<file path="config.mk">
export PLATFORM = sky130hd
export DESIGN_NAME = fios_res_collector
export DESIGN_NICKNAME = d
export VERILOG_FILES = /design/src/rtl/fios_pkg.sv /design/src/rtl/fios_sub_word.sv /design/src/rtl/fios_res_collector.sv
export SDC_FILE = /design/constraint.sdc
export NUM_CORES = 1
export LEC_CHECK = 0
export CORE_ASPECT_RATIO = 0.6
export CORE_UTILIZATION = 45
export DETAILED_ROUTE_END_ITERATION = 10
export DONT_BUFFER_PORTS = 1
export PLACE_DENSITY = 0.58
export SYNTH_ARGS = -nofsm -noshare
export SYNTH_HDL_FRONTEND = slang
export SYNTH_SLANG_ARGS = --single-unit
export TNS_END_PERCENT = 1
</file>
<file path="constraint.sdc">
create_clock -name clock_i -period 8.87 [get_ports clock_i]
set_input_delay 0.887 -clock clock_i [delete_from_list [all_inputs] [get_ports clock_i]]
set_output_delay 0.887 -clock clock_i [all_outputs]
set_load 0.1 [all_outputs]
</file>
<file path="src/rtl/fios_pkg.sv">
// Shared types for the FIOS Montgomery datapath.
// Word width is tied to the DSP operand size.
package fios_pkg;

  localparam int WORD_W = 17;

  typedef logic [WORD_W-1:0] word_t;

  typedef enum logic [1:0] {
    IDLE,
    COLLECT,
    DECIDE,
    DRAIN
  } collector_state_t;

endpackage

</file>
<file path="src/rtl/fios_sub_word.sv">
// One word of a ripple subtract: d = a - b - bin.
// bout is set when a < b + bin.
module fios_sub_word
  import fios_pkg::*;
(
  input  word_t a,
  input  word_t b,
  input  logic  bin,
  output word_t d,
  output logic  bout
);

  logic [WORD_W:0] w_diff;

  assign w_diff = {1'b0, a} - {1'b0, b}
                - {{WORD_W{1'b0}}, bin};
  assign d      = w_diff[WORD_W-1:0];
  assign bout   = w_diff[WORD_W];

endmodule

</file>
<file path="src/rtl/fios_res_collector.sv">
// Captures FIOS result words, subtracts p on the fly,
// then streams T or T-p out LSW first.
module fios_res_collector
  import fios_pkg::*;
#(
  parameter int N_WORDS = 16,
  parameter int WORD_W  = 17
) (
  input  logic              clock_i,
  input  logic              reset_n_i,
  input  logic              start_i,
  input  logic              res_valid_i,
  input  logic [WORD_W-1:0] res_i,
  input  logic [WORD_W-1:0] p_i,
  output logic              out_valid_o,
  input  logic              out_ready_i,
  output logic [WORD_W-1:0] out_data_o,
  output logic              out_last_o,
  output logic              busy_o,
  output logic              err_o
);

  localparam int KW = $clog2(N_WORDS);
  localparam logic [KW-1:0] LAST = KW'(N_WORDS - 1);

  collector_state_t r_state;
  collector_state_t w_state_nx;

  logic [KW-1:0] r_k;
  logic          r_borrow;
  logic          r_sel;
  logic          r_err;
  word_t         r_t [N_WORDS];
  word_t         r_d [N_WORDS];

  word_t w_d;
  logic  w_bout;
  logic  w_cap;
  logic  w_hs;
  logic  w_drop;

  fios_sub_word u_sub (
    .a    (res_i),
    .b    (p_i),
    .bin  (r_borrow),
    .d    (w_d),
    .bout (w_bout)
  );

  assign w_cap  = (r_state == COLLECT) & res_valid_i;
  assign w_hs   = (r_state == DRAIN) & out_ready_i;
  assign w_drop = res_valid_i
                & ((r_state == DECIDE) | (r_state == DRAIN));

  always_comb begin
    w_state_nx = r_state;
    unique case (r_state)
      IDLE:    if (start_i) w_state_nx = COLLECT;
      COLLECT: if (w_cap && r_k == LAST) w_state_nx = DECIDE;
      DECIDE:  w_state_nx = DRAIN;
      DRAIN:   if (w_hs && r_k == LAST) w_state_nx = IDLE;
      default: w_state_nx = IDLE;
    endcase
  end

  always_ff @(posedge clock_i or negedge reset_n_i) begin
    if (!reset_n_i) begin
      r_state  <= IDLE;
      r_k      <= '0;
      r_borrow <= 1'b0;
      r_sel    <= 1'b0;
      r_err    <= 1'b0;
    end else begin
      r_state <= w_state_nx;
      if (r_state == IDLE && start_i) begin
        r_k      <= '0;
        r_borrow <= 1'b0;
        r_err    <= 1'b0;
      end
      if (w_cap) begin
        r_k      <= r_k + 1'b1;
        r_borrow <= w_bout;
      end
      // No borrow out of the top word means T >= p.
      if (r_state == DECIDE) begin
        r_sel <= ~r_borrow;
        r_k   <= '0;
      end
      if (w_hs) r_k <= r_k + 1'b1;
      if (w_drop) r_err <= 1'b1;
    end
  end

  always_ff @(posedge clock_i) begin
    if (w_cap) begin
      r_t[r_k] <= res_i;
      r_d[r_k] <= w_d;
    end
  end

  assign out_valid_o = (r_state == DRAIN);
  assign out_data_o  = !out_valid_o ? '0
                     : r_sel ? r_d[r_k] : r_t[r_k];
  assign out_last_o  = out_valid_o & (r_k == LAST);
  assign busy_o      = (r_state != IDLE);
  assign err_o       = r_err;

endmodule

</file>
==> results.cfg <==
[run]
maxCapViolCount = 0

[finish]
fillers = 4013
fin_nets = 1293
areaGrowthSynthToFinish_pct = 11.4
final_common_cell = edfxtp_1
multiInputGateArea_um2 = 5720
drive_gt1_frac = 0.229
seq_area_um2 = 16600
final_cell_mix = 544 x edfxtp_1, 120 x mux4_2, 59 x inv_1, 51 x clkbuf_16, 45 x buf_4

[floorplan]
std_cell_rows = 63
io_pins = 60
die_h_um = 176
core_um2 = 49500
dieArea_um2 = 51100
initial_core_util = 0.456
die_w_um = 291

[clock_tree]
cts_hold_buf = 1
root_buffer = clkbuf_16
post_cts_buffers = 0
cts_made_buffers = 50
clock_latency_ns = 0.57
path_clk_slew_ns = 0.07
ctsResizeCount = 0
clock-sinks = 553
cts_tree = built
cts_max_level = 2
cts.path.max_buffers = 3

[logic_synthesis]
syn_inst = 1171
syn_nets = 1253
ys_warn_count = 0
ys_async_sr_fraction = 0.0163
ys_seq_elements = 553
ys_types = 58
syn_avg_cell_area_um2 = 19.3
syn_area_um2 = 22600
synth_edf_count = 544
ys_seq_area_frac = 0.733
synth_flop_cell = edfxtp_1

[detailed_routing]
first_pass_iters = 5
vias = 11400
dr.first_iter.drc_count = 1279
drt-total-wl_um = 55900
wl_per_cell_um = 29.5
drcViolationCount = 0
vias_per_cell = 6.01
final_antenna_net_count = 0

[sta]
layout_setup_ws_ns = 3.74
fin_crit_ns = 5.13
hold_viol = 0
fin_crit_sh = 0.578
slew_headroom = 0.0940
final.setup.tns_ns = 0
setup_viol = 0
finClkSkew_ns = 0.0136
final_max_slew_viol_count = 0
max_freq_mhz = 195
worst_slew_pin_slew_ns = 1.35
rsz0062_at_grt = false

[placement]
pre_cts_ws_ns = 4.24
post-dp-hpwl_um = 32900
gp_congestion = 0.818
io_buffers = 0

[status]
status = finished clean

[setup_path]
critPathMaxStageDelay_ns = 1.11
path_cells = buf_4, mux4_2, mux2i_1, a2111oi_0, a21oi_1, nor2b_2
critPathSlowestCell = dfrtp_4
crit_path_max_fanout = 54
critPathBufInv = 1
cpLargestDelayFamily = flip-flops
critPathRequiredTime_ns = 7.98
critPathKind = flip-flop to primary output
startpoint_type = flip-flop
cp-end-kind = primary output
arrival_ns = 4.24

[pwr]
p_leak_nw = 8.01
power_density_nw_per_um2 = 278
power_mw = 6.99
ir_drop_mv = 0.146

[global_routing]
grt.total_usage = 0.221
grt_max_degree = 59
grt_pass1_wl_um = 80600
grt_antenna_before_repair = 1
gr-total-overflow = 0
grt_pass1_vias = 11400

[hold_path]
hp-class = input port to flip-flop
==> Yosys cell counts (all sizes together) (4+ instances only) <==
library cell  number  area [um^2]
dfrtp              9          225
nor2              26         97.6
o22ai              7         43.8
nand3             25          125
o21ai             27          135
ha                41          513
mux2               8         90.1
mux2i             31          310
o211ai            11         82.6
nor2b             14         87.6
a21oi             24          120
and2               4         25.0
xnor2              8         70.1
clkbuf            26         97.6
xor2               5         43.8
mux4             120         2700
inv               59          221
a22o              13          114
a211oi            10         75.1
nand4              5         31.3
nand2b             5         31.3
edfxtp           544        16300
buf               32          240
nor3               5         25.0
a221oi             9         78.8
a22oi             18          135
a31oi             11         68.8
nand2             38          143
==> logic make-up after synthesis <==
logic type | count (synthesis) | share of synthesized area
compound gates | 150 | 0.0457
xor+xnor | 13 | 0.00504
fa+ha+maj | 43 | 0.0245
buf+inv | 118 | 0.0249
flops | 553 | 0.733
mux | 159 | 0.137
simple gates | 135 | 0.0295
==> cell type report <==
type	instances	share of cell area
timing repair buffer	46	0.0138
multi-input combinational	500	0.227
clock buffer	59	0.0519
tap	650	0.0323
antenna	1	0.0000994
clock inverter	29	0.00760
inverter	60	0.00895
sequential	553	0.658
==> per-layer routing <==
| layer | routed length [um] | vias up | global-route usage |
|---|---|---|---|
| met5 | 0 | - | 0 |
| met3 | 3280 | 78 | 0.0373 |
| met2 | 25300 | 376 | 0.335 |
| met1 | 26200 | 6099 | 0.336 |
| li1 | - | 4845 | - |
| met4 | 1180 | 0 | 0.0518 |
==> power by group <==
group	total (mW)	internal, mW	switching (mW)
Sequential	3.19	3.08	0.110
Combinational	1.75	0.645	1.11
Clock	2.04	1.11	0.938
Total	6.99	4.83	2.16
==> through the flow <==
step	hold slack, ns	cells	util	area [um^2]
final	0.399	1898	0.509	25200
after floorplan	0.590	1171	-	22600
after detailed placement	0.594	1808	0.478	23700
after global placement	0.594	1808	0.478	23700
after CTS	0.381	1897	0.508	25200
after global routing	0.380	1898	0.509	25200
==> final timing paths <==
path,slack (ns),from,endpoint,cells after the start
min in group asynchronous,0.77,reset_n_i,r_k[1],1
setup / recovery,3.74,r_k[0],out_data_o[3],6
setup reg to reg,5.20,r_borrow,r_d[10][10],9
hold / removal,0.40,res_i[6],r_t[1][6],0
max in group asynchronous,7.64,reset_n_i,r_k[0],1
hold reg to reg,0.69,r_state[0],r_state[0],2
==> flip-flops by register name, summed over array words and instances (netlist names) <==
name,count
r_t,272
r_k,4
err_o,1
r_d,272
r_sel,1
r_state,2
r_borrow,1
(Power assumes the default switching activity.)
